$ cat config.mk
export PLATFORM = sky130hd
export DESIGN_NAME = position_read_sequencer
export DESIGN_NICKNAME = d
export VERILOG_FILES = /design/src/rtl/position_read_sequencer.sv
export SDC_FILE = /design/constraint.sdc
export NUM_CORES = 1
export LEC_CHECK = 0
export CAP_MARGIN = 40
export CORE_ASPECT_RATIO = 1.1
export CORE_MARGIN = 2
export CORE_UTILIZATION = 29
export CTS_BUF_LIST = sky130_fd_sc_hd__clkbuf_8
export DETAILED_ROUTE_END_ITERATION = 16
export PLACE_DENSITY = 0.53
export SKIP_LAST_GASP = 1
export SLEW_MARGIN = 25
export SYNTH_ARGS = -nofsm -noshare
export SYNTH_HDL_FRONTEND = slang
export SYNTH_SLANG_ARGS = --single-unit
$ cat constraint.sdc
create_clock -name i_clk -period 6.1 [get_ports i_clk]
set_input_delay 1.22 -clock i_clk [delete_from_list [all_inputs] [get_ports i_clk]]
set_output_delay 1.22 -clock i_clk [all_outputs]
set_load 0.005 [all_outputs]
$ cat src/rtl/position_read_sequencer.sv
// Position-read sequencer: turns dispatch commands into bursts of cell-memory reads
// and forwards in-order memory returns tagged with their particle index.
module position_read_sequencer #(
  parameter int IDX_W  = 6,
  parameter int DATA_W = 96,
  parameter int BATCH  = 8
) (
  input  logic              i_clk,
  input  logic              i_rst_n,
  input  logic [1:0]        i_dispatch,
  input  logic              i_done,
  input  logic [IDX_W:0]    i_cell_count,
  output logic              o_rd_en,
  output logic [IDX_W-1:0]  o_rd_addr,
  input  logic              i_rd_valid,
  input  logic [DATA_W-1:0] i_rd_data,
  output logic              o_pos_valid,
  output logic [DATA_W-1:0] o_pos_data,
  output logic [IDX_W-1:0]  o_pos_index,
  output logic              o_finished_batch,
  output logic              o_finished_all,
  output logic              o_in_flight,
  output logic              o_err_spurious
);

  localparam int OW = $clog2(BATCH + 1);

  typedef enum logic {S_IDLE, S_ISSUE} state_t;

  state_t            r_state, w_state_next;
  logic [IDX_W:0]    r_ptr, r_count_q;
  logic [IDX_W-1:0]  r_ret_ptr;
  logic [OW-1:0]     r_outstanding, r_burst;
  logic              r_drop, r_batch_pend;
  logic              r_rd_en, r_pos_valid, r_fin_batch, r_fin_all, r_err;
  logic [IDX_W-1:0]  r_rd_addr, r_pos_index;
  logic [DATA_W-1:0] r_pos_data;

  logic              w_rewind, w_accept, w_issue, w_ret, w_fwd;
  logic [IDX_W:0]    w_remain;
  logic [OW-1:0]     w_burst_init, w_out_next;

  assign w_rewind = (i_dispatch == 2'b11);
  assign w_accept = !w_rewind && (i_dispatch == 2'b01) && (r_state == S_IDLE) &&
                    (r_outstanding == '0) && !i_done && (r_ptr < r_count_q);
  // A rewind arriving during ISSUE suppresses the read that would have gone out.
  assign w_issue  = !w_rewind && (r_state == S_ISSUE);
  assign w_ret    = i_rd_valid && (r_outstanding != '0);
  assign w_fwd    = w_ret && !r_drop;

  assign w_remain     = r_count_q - r_ptr;
  assign w_burst_init = (w_remain > (IDX_W+1)'(BATCH)) ? OW'(BATCH) : OW'(w_remain);

  always_comb begin
    w_out_next = r_outstanding;
    if (w_issue && !w_ret)      w_out_next = r_outstanding + OW'(1);
    else if (!w_issue && w_ret) w_out_next = r_outstanding - OW'(1);
  end

  always_comb begin
    w_state_next = r_state;
    if (w_rewind) begin
      w_state_next = S_IDLE;
    end else begin
      case (r_state)
        S_IDLE:  if (w_accept) w_state_next = S_ISSUE;
        S_ISSUE: if (r_burst == OW'(1)) w_state_next = S_IDLE;
        default: w_state_next = S_IDLE;
      endcase
    end
  end

  always_ff @(posedge i_clk or negedge i_rst_n) begin
    if (!i_rst_n) r_state <= S_IDLE;
    else          r_state <= w_state_next;
  end

  always_ff @(posedge i_clk or negedge i_rst_n) begin
    if (!i_rst_n) begin
      r_ptr         <= '0;
      r_ret_ptr     <= '0;
      r_count_q     <= '0;
      r_outstanding <= '0;
      r_burst       <= '0;
      r_drop        <= 1'b0;
      r_batch_pend  <= 1'b0;
      r_rd_en       <= 1'b0;
      r_rd_addr     <= '0;
      r_pos_valid   <= 1'b0;
      r_pos_data    <= '0;
      r_pos_index   <= '0;
      r_fin_batch   <= 1'b0;
      r_fin_all     <= 1'b0;
      r_err         <= 1'b0;
    end else begin
      r_outstanding <= w_out_next;
      r_pos_valid   <= w_fwd;
      if (w_fwd) begin
        r_pos_data  <= i_rd_data;
        r_pos_index <= r_ret_ptr;
        r_ret_ptr   <= r_ret_ptr + IDX_W'(1);
      end
      if (i_rd_valid && (r_outstanding == '0)) r_err <= 1'b1;

      // Drop mode persists only while aborted reads are still coming back.
      if (w_rewind)               r_drop <= (w_out_next != '0);
      else if (w_out_next == '0)  r_drop <= 1'b0;

      if (w_rewind) begin
        r_count_q    <= i_cell_count;
        r_ptr        <= '0;
        r_ret_ptr    <= '0;
        r_burst      <= '0;
        r_rd_en      <= 1'b0;
        r_batch_pend <= 1'b0;
        r_fin_all    <= (i_cell_count == '0);
        r_fin_batch  <= (i_cell_count == '0);
      end else begin
        r_rd_en <= w_issue;
        if (w_accept) begin
          r_burst      <= w_burst_init;
          r_fin_batch  <= 1'b0;
          r_batch_pend <= 1'b1;
        end else if (r_batch_pend && (r_state == S_IDLE) && (r_outstanding == '0)) begin
          r_fin_batch  <= 1'b1;
          r_batch_pend <= 1'b0;
        end
        if (w_issue) begin
          r_rd_addr <= r_ptr[IDX_W-1:0];
          r_ptr     <= r_ptr + (IDX_W+1)'(1);
          r_burst   <= r_burst - OW'(1);
          if (r_ptr + (IDX_W+1)'(1) == r_count_q) r_fin_all <= 1'b1;
        end
      end
    end
  end

  assign o_rd_en          = r_rd_en;
  assign o_rd_addr        = r_rd_addr;
  assign o_pos_valid      = r_pos_valid;
  assign o_pos_data       = r_pos_data;
  assign o_pos_index      = r_pos_index;
  assign o_finished_batch = r_fin_batch;
  assign o_finished_all   = r_fin_all;
  assign o_in_flight      = (r_state == S_ISSUE) || (r_outstanding != '0);
  assign o_err_spurious   = r_err;

endmodule

==> flow_summary.yaml <==
synthesis:
  yosys.area_share.simple_pct: 7.638
  ys_ff_latch: 144
  async_flop_share_pct: 100.0
  synth_compound_area_share_pct: 5.173
  synth-edff-count: 0
  synth_fp_nets: 602
  synth_xor_area_share_pct: 3.678
  synthMuxAreaShare_pct: 19.22
  syn_inst: 479
  synth_ff_type: "dfrtp_1"
  yosys_warnings: 0
  synth.avg_cell_area_sq_um: 12.93
  synth_top_family_by_area: "multiplexers"
  ys_seq_area_share_pct: 58.19
  synth_cell_types: 50
  synth_area_sq_mm: 0.006192
  synth_adder_area_share_pct: 3.112
setup_path:
  critPathMaxFanout: 4
  crit_required_ns: 4.88
  critPathLaunchType: "flip-flop"
  setup.worst_path.start: "r_outstanding[0]$_DFF_PN0_"
  r2r_start: "r_outstanding[0]$_DFF_PN0_"
  crit_arrival_ns: 2.25
  worst-setup-path-type: "reg -> out"
  worstSetupEndpointType: "primary output"
layout:
  nets: 831
  nFillCells: 2034
  antenna_cells: 0
  drive_above_1_share_pct: 20.67
  area_delta_synth_final_pct: 48.43
  fin_area_sq_mm: 0.009191
clock_tree:
  postCtsSetupRepairBufs: 0
  cts_tree: "done"
  htree_num_levels: 4
  cts_resized: 0
  clock_latency_ns: 0.44
  path_clk_slew_ns: 0.08
  cts_made_buffers: 17
  root_buffer: "clkbuf_8"
  clk_path_buf_depth: 2
  cts_hold_buffers: 0
  clock_sinks: 144
power_and_ir_drop:
  power_mw: 3.978
  leakagePower_nw: 3.791
  power.density_mw_per_mm2: 432.8
  peakVddDrop_mv: 0.1811
worst_hold_path:
  hold_class: "reg -> reg"
  min_from: "o_err_spurious$_DFFE_PN0P_"
placed_design:
  gp_congestion: 0.7692
  pre_cts_slack_ns: 2.608
  port_buffers: 222
  place_area_sq_mm: 0.008781
  dp_hpwl_mm: 12.51
global_route:
  antenna_found_initial: 0
  grt_usage_pct: 15.43
  grt_pass1_wl_mm: 26.71
  grt_overflow: 0
  grt_pass1_vias: 5006
  grt_max_degree: 53
sta:
  tightest_slew_ns: 0.6696
  final-setup-viol-count: 0
  min_period_ns: 3.473
  fin_crit_sh_pct: 56.93
  hold_viol_final: 0
  slew_headroom_pct: 55.36
  rsz0062_at_grt: "false"
  timing.setup.tns_ns: 0
  slew_viol_final: 0
  finClkSkew_ns: 0.007006
  clock.fmax_mhz: 288.0
  final.setup.worst_slack_ns: 2.627
floorplanning:
  die_area_sq_mm: 0.02254
  rows: 56
  die_w_um: 143.3
  fp.coreArea_sq_mm: 0.02116
  initial_utilization_pct: 29.26
  die_y_um: 157.3
  io_pins: 223
route:
  drtAntennaViolNets: 0
  drt-wirelength-per-cell_um: 16.31
  drcViolationCount: 0
  drtPass1Iterations: 4
  vias: 4568
  wl_mm: 16.49
  via_per_inst: 4.518
  drt_iter0_drc: 147
status:
  outcome: "finished clean"
job:
  cap_violations: 0
-- synthesized netlist by cell type (all sizes together) (2+ instances only) --
cell | instances | area (sq um)
a21o | 2 | 15.01
a21oi | 12 | 60.06
a31oi | 5 | 31.28
and2 | 2 | 12.51
buf | 16 | 95.09
clkbuf | 4 | 15.01
dfrtp | 144 | 3603
ha | 13 | 162.7
inv | 20 | 75.07
mux2 | 103 | 1160
mux2i | 3 | 30.03
nand2 | 35 | 138.9
nand2b | 3 | 18.77
nand3 | 9 | 45.04
nand4 | 5 | 31.28
nand4b | 2 | 17.52
nor2 | 25 | 103.9
nor2b | 2 | 12.51
nor3 | 7 | 40.04
nor3b | 2 | 15.01
nor4 | 2 | 12.51
o21a | 2 | 15.01
o21ai | 16 | 80.07
o22ai | 2 | 12.51
o32ai | 3 | 26.28
xnor2 | 15 | 131.4
xor2 | 11 | 96.34
-- cell type report --
cell class | instances | area, sq um | area share [%]
Clock inverter | 13 | 148.9 | 1.620
Clock buffer | 19 | 261.5 | 2.845
Timing Repair Buffer | 230 | 2331 | 25.36
Inverter | 20 | 75.07 | 0.8168
Sequential cell | 144 | 3603 | 39.21
Multi-Input combinational cell | 295 | 2409 | 26.20
Tap cell | 290 | 362.8 | 3.948
-- kinds of logic after synthesis --
kind of cell,Yosys count
simple gates,97
fa+ha+maj,15
xor+xnor,26
mux,106
buf+inv,40
compound gates,51
flops,144
-- flip-flops by register name, indices dropped and copies added, names as in the netlist, 4 cells and up --
signal and count:
o_pos_index 6, r_ret_ptr 6, o_pos_data 96, r_count_q 7
r_outstanding 4, r_burst 4, r_ptr 7, o_rd_addr 6
-- stage by stage --
step / hold slack (ns) / util (%) / std cells
6_report: 0.4728 / 43.44 / 1011
3_5_place_dp: 0.4649 / 41.50 / 979
2_1_floorplan: 0.4510 / - / 479
5_1_grt: 0.5255 / 43.44 / 1011
4_1_cts: 0.4846 / 43.44 / 1011
3_3_place_gp: 0.4486 / 41.17 / 976
-- power by group --
part           switching (mW)  total (mW)  internal [mW]
registers               0.234        1.58           1.34
logic                   0.549        1.62           1.07
clock network           0.391       0.784          0.393
-- path summary, 6_finish.rpt --
check | end | cells past startpoint | slack, ns
setup / recovery | o_in_flight | 6 | 2.63
hold / removal | o_err_spurious$_DFFE_PN0P_ | 1 | 0.47
setup reg to reg | o_pos_data[17]$_DFFE_PN0P_ | 8 | 3.48
hold reg to reg | o_err_spurious$_DFFE_PN0P_ | 1 | 0.47
max in group asynchronous | o_pos_data[3]$_DFFE_PN0P_ | 2 | 4.34
min in group asynchronous | r_state$_DFF_PN0_ | 1 | 0.71
-- worst max-delay path, stage by stage (launching register included) --
cell	delay [ns]
dfrtp_1	0.42
inv_1	0.11
ha_1	0.21
or3b_4	0.44
nor2_4	0.13
inv_2	0.07
clkdlybuf4s50_1	0.44
-- placed cells by master, fill, tap and decap left out, types with 3 or more instances in the layout --
| cell | Yosys | routed |
|---|---|---|
| nand4_1 | 5 | 5 |
| clkdlybuf4s50_1 | 0 | 221 |
| buf_4 | 1 | 5 |
| dfrtp_1 | 144 | 144 |
| nand3_1 | 9 | 9 |
| ha_1 | 13 | 13 |
| nor3_1 | 6 | 6 |
| nand2_1 | 34 | 34 |
| inv_6 | 0 | 6 |
| mux2_2 | 101 | 101 |
| clkinvlp_4 | 0 | 3 |
| xor2_1 | 11 | 11 |
| xnor2_1 | 15 | 15 |
| clkbuf_8 | 0 | 19 |
| a21oi_1 | 12 | 12 |
| o21ai_0 | 15 | 15 |
| inv_1 | 19 | 19 |
| a31oi_1 | 5 | 5 |
| nand2b_1 | 3 | 3 |
| mux2i_1 | 3 | 3 |
| nor2_1 | 23 | 23 |
| o32ai_1 | 3 | 3 |
-- metal layers --
layer  part of all wire [%]  global-route usage (%)  vias up
met3                    9.8                   7.606       13
met4                    1.1                   4.295        0
met2                     52                   26.36      158
met1                     38                   17.05     2267
li1                       -                       -     2130
met5                      0                       0        -
No activity file was read; power rests on OpenSTA's default activity.
==> variant 1, RTL diff (same settings) <==
Reset style: synchronous (`i_rst_n`), changed in 2 clocked blocks.
--- a/src/rtl/position_read_sequencer.sv
+++ b/src/rtl/position_read_sequencer.sv
@@ -72,3 +72,3 @@
 
-  always_ff @(posedge i_clk or negedge i_rst_n) begin
+  always_ff @(posedge i_clk) begin
     if (!i_rst_n) r_state <= S_IDLE;
@@ -77,3 +77,3 @@
 
-  always_ff @(posedge i_clk or negedge i_rst_n) begin
+  always_ff @(posedge i_clk) begin
     if (!i_rst_n) begin
Behaviour: differs if i_rst_n is asserted again (counterexample within 4 cycles, from zero or initial values and one cycle with i_rst_n low); with i_rst_n held inactive, the same outputs for 10 cycles.
==> variant 1 against the original RTL <==
Combinational power down 28%. Core utilization down 0.26 points. Worst setup slack better by 42 ps. Sequential share of layout area down 6.8 points. Design area down 3.3%. Total power down 21%. Sequential cell count unchanged. Sequential power down 22%. Critical path type unchanged. Clock power down 5.2%. Highest routed layer unchanged. Area after synthesis down 2.1%. Wire length up 8.7%. Register-to-register slack worse by 180 ps.
==> variant 1: results <==
{
  "drive_above_1_share_pct": 4.73,
  "clockBufferDepth": 2,
  "status": "complete, no violations",
  "grt_pass1_wl_um": 27800,
  "yosys-top-cells-area": "dfxtp_1, nand2_1, a21boi_1",
  "htreeDepth": 4,
  "hold_class": "reg2reg",
  "antenna_found_initial": 0,
  "grt_pass1_vias": 5237,
  "cts_resized": 0,
  "tightest_slew_ps": 770,
  "yosys_warnings": 0,
  "drt_pass1_iterations": 4,
  "synthArstFlopShare_pct": 0,
  "vias": 5522,
  "nNetsFinal": 1061,
  "root_buffer": "clkbuf_8",
  "numCtsBuffers": 17,
  "worst-r2r-setup-slack_ps": 3300,
  "insertion_delay_ps": 450,
  "min_period_over_period_pct": 56.2,
  "crit_arrival_ps": 2210,
  "synth_top_flop_cell": "dfxtp_1",
  "drtIter0Drc": 209,
  "place_congestion": 0.831,
  "cts.clk_slew.worst_paths_ps": 70,
  "finClkSkew_ps": 15.8,
  "worstPathMaxFanout": 8,
  "synth_cell_types": 54,
  "synth_fp_nets": 857,
  "hpwl_um": 12500,
  "io_buffers": 222,
  "grt_usage_pct": 16.0,
  "post-cts-setup-buffer-count": 0,
  "insertedDiodeCount": 0,
  "synthTopCellsByCount": "nand2_1, dfxtp_1, a21boi_1",
  "ys_seq_area_share_pct": 47.6,
  "place_worst_setup_slack_ps": 2520,
  "ir_drop_mv": 0.229,
  "largest_reg_flops": 96,
  "grt_max_degree": 66,
  "leakage_nw": 3.18,
  "totalWireLength_um": 17900
}
variant 1: cell count changes after synthesis, moves of 29 or more:
cell	delta
nand2_1	+218
mux2_2	-101
a21boi_1	+60
clkbuf_1	+29
a21boi_0	+56
dfxtp_1	+144
dfrtp_1	-144
variant 1: path summary, 6_finish.rpt:
| path | start | endpoint | cells after the start |
|---|---|---|---|
| max | r_outstanding[0]$_SDFF_PN0_ | o_in_flight | 6 |
| min | o_pos_data[82]$_SDFFE_PN0P_ | o_pos_data[82]$_SDFFE_PN0P_ | 2 |
| max reg2reg | r_outstanding[0]$_SDFF_PN0_ | o_pos_data[14]$_SDFFE_PN0P_ | 7 |
| min reg2reg | o_pos_data[82]$_SDFFE_PN0P_ | o_pos_data[82]$_SDFFE_PN0P_ | 2 |
variant 1: final cells by class:
type	instances	area [µm²]
Fill cell	2132	11700
Multi-Input combinational cell	531	2970
Sequential cell	144	2880
Timing Repair Buffer	228	2270
Tap cell	256	320
Clock buffer	17	234
Clock inverter	15	145
Inverter	16	60.1
variant 1: worst max-delay path, cell delays in order (launching register included):
cell             delay, ps
dfxtp_1                390
inv_1                   90
ha_1                   200
or3b_4                 420
nor2_4                 150
inv_1                   80
clkdlybuf4s50_1        450
variant 1: logic make-up after synthesis:
logic type               count (synthesis)  synth area share, %
AO/OA/AOI/OAI                          165                 19.6
multiplexers                             1                0.165
flip-flops                             144                 47.6
buffers and inverters                   59                 3.69
XOR/XNOR                                23                 3.32
adder cells (fa/ha/maj)                 14                 3.01
AND/OR/NAND/NOR                        328                 22.7
variant 1: per-stage QoR:
stage                     hold WS (ps)  instance area [µm²]  std cells  util (%)
final                              451                 8880       1207      43.2
after global routing               474                 8880       1207      43.2
after CTS                          455                 8880       1207      43.2
after detailed placement           444                 8510       1175      41.3
after global placement             440                 8490       1174      41.2
after floorplan                    437                 6060        734         -
variant 1: metal layers:
metal	track usage [%]	vias to the layer above	wire (µm)
met4	5.05	0	283
met1	19.2	2503	8010
met3	4.97	19	1130
met2	27.4	157	8500
met5	0	-	0
li1	-	2843	-
variant 1: report_power, final:
group	leakage [nW]	switching [mW]	internal, mW	total, mW
Clock	0.195	0.382	0.360	0.743
Combinational	1.82	0.596	0.559	1.16
Sequential	1.17	0.103	1.13	1.23
==> variant 2, RTL diff (same flow settings) <==
Made on the original files. The parameter `DATA_W` goes from 96 to 192.
--- a/src/rtl/position_read_sequencer.sv
+++ b/src/rtl/position_read_sequencer.sv
@@ -4,3 +4,3 @@
   parameter int IDX_W  = 6,
-  parameter int DATA_W = 96,
+  parameter int DATA_W = 192,
   parameter int BATCH  = 8
Ports: changed (resized i_rd_data and o_pos_data); port bits go from 223 to 415. No check against the original RTL was run, so the function may have changed too.
==> variant 2 against the original RTL <==
Sequential share of layout area shrank 0.21 points. Area after synthesis grew 56%. Wire length grew 77%. Critical path depth is the same. Design area grew 68%. Core utilization grew 3.1 points. Worst setup slack lost 69 ps. Total power grew 85%. Sequential cell count grew 96. Critical endpoint unchanged.
==> variant 2: results <==
{
  "cts_resized": 0,
  "htreeDepth": 2,
  "root_buffer": "clkbuf_8",
  "nNetsFinal": 1329,
  "dpl.cell_count": 1494,
  "io_buffers": 414,
  "leakage_nw": 6.40,
  "ir_drop_mv": 0.283,
  "place_congestion": 0.765,
  "drtIter0Drc": 157,
  "crit_arrival_ps": 2320,
  "ys_seq_area_share_pct": 62.0,
  "muxShareOfSynthArea_pct": 23.3,
  "grt_pass1_wl_um": 44200,
  "synth_compound_area_share_pct": 3.00,
  "antenna_found_initial": 3,
  "synthArstFlopShare_pct": 100,
  "synth-xor-area-share_pct": 2.44,
  "yosys-top-cells-area": "dfrtp_1, mux2_2, ha_1",
  "gr-usage-met3_pct": 7.17,
  "crit_slowest_cell": "clkdlybuf4s50_1",
  "totalWireLength_um": 29200,
  "grt_usage_pct": 16.6,
  "place_area_um2": 14300,
  "worstPathMaxFanout": 4,
  "syn_avg_cell_area_um2": 14.4,
  "hold_class": "reg2reg",
  "met2_usage_pct": 27.7,
  "yosys_warnings": 0,
  "place_worst_setup_slack_ps": 2340,
  "largest_reg_flops": 192,
  "cpPeakStageDelay_ps": 450,
  "insertion_delay_ps": 570,
  "synthTopCellsByCount": "dfrtp_1, mux2_2, nand2_1",
  "clockBufferDepth": 3,
  "slew_headroom_pct": 55.2,
  "vias": 7045,
  "synth-adder-area-share_pct": 1.99,
  "grt_pass1_vias": 7525,
  "finClkSkew_ps": 19.1,
  "synth_fp_nets": 891,
  "final-instance-count-excl-fill": 1579,
  "synth_top_flop_cell": "dfrtp_1",
  "met1_usage_pct": 18.6,
  "hpwl_um": 20800,
  "drive_above_1_share_pct": 25.3,
  "cts.clk_slew.worst_paths_ps": 60,
  "post-cts-setup-buffer-count": 0,
  "grt_max_degree": 122,
  "status": "complete, no violations",
  "synth_cell_types": 49,
  "numCtsBuffers": 44,
  "drt_pass1_iterations": 4
}
-- variant 2: cell count changes after synthesis, moves of 3 or more --
cell      delta
a31oi_1      -3
buf_2       +10
a211oi_1     +3
xnor2_1      +3
nand2_1      +3
dfrtp_1     +96
nor2_1       -6
inv_1        -3
mux2_2      +98
a21oi_1      -3
-- variant 2: worst max-delay path: cells and delay by family, from the launching register on --
kind,cells,cell delay (ps)
adder cells (fa/ha/maj),1,190
AND/OR/NAND/NOR,2,520
flip-flops,1,410
buffers and inverters,3,630
-- variant 2: layout make-up --
type | instances | area [µm²]
Antenna cell | 3 | 7.51
Clock buffer | 62 | 853
Clock inverter | 18 | 160
Fill cell | 3072 | 17700
Inverter | 17 | 63.8
Multi-Input combinational cell | 386 | 3480
Sequential cell | 240 | 6010
Tap cell | 432 | 541
Timing Repair Buffer | 421 | 4290
-- variant 2: path summary, 6_finish.rpt --
path	start	endpoint	slack (ps)	depth (start not counted)
max	r_outstanding[0]$_DFF_PN0_	o_in_flight	2560	6
min	o_err_spurious$_DFFE_PN0P_	o_err_spurious$_DFFE_PN0P_	470	1
max reg2reg	r_outstanding[0]$_DFF_PN0_	o_pos_data[71]$_DFFE_PN0P_	3460	8
min reg2reg	o_err_spurious$_DFFE_PN0P_	o_err_spurious$_DFFE_PN0P_	470	1
max in group asynchronous	i_rst_n	o_pos_data[40]$_DFFE_PN0P_	4160	3
min in group asynchronous	i_rst_n	o_pos_data[45]$_DFFE_PN0P_	550	1
-- variant 2: where the power goes --
group          total (mW)  internal, mW  leakage (nW)  switching, mW
logic                2.92          1.97          2.94          0.959
registers            2.70          2.31          2.90          0.390
clock network        1.74          1.03         0.557          0.713
-- variant 2: per-layer routing --
metal,wire [µm],up-vias
met5,0,-
met4,860,0
met3,3080,56
met2,14400,293
met1,10900,3450
li1,-,3246
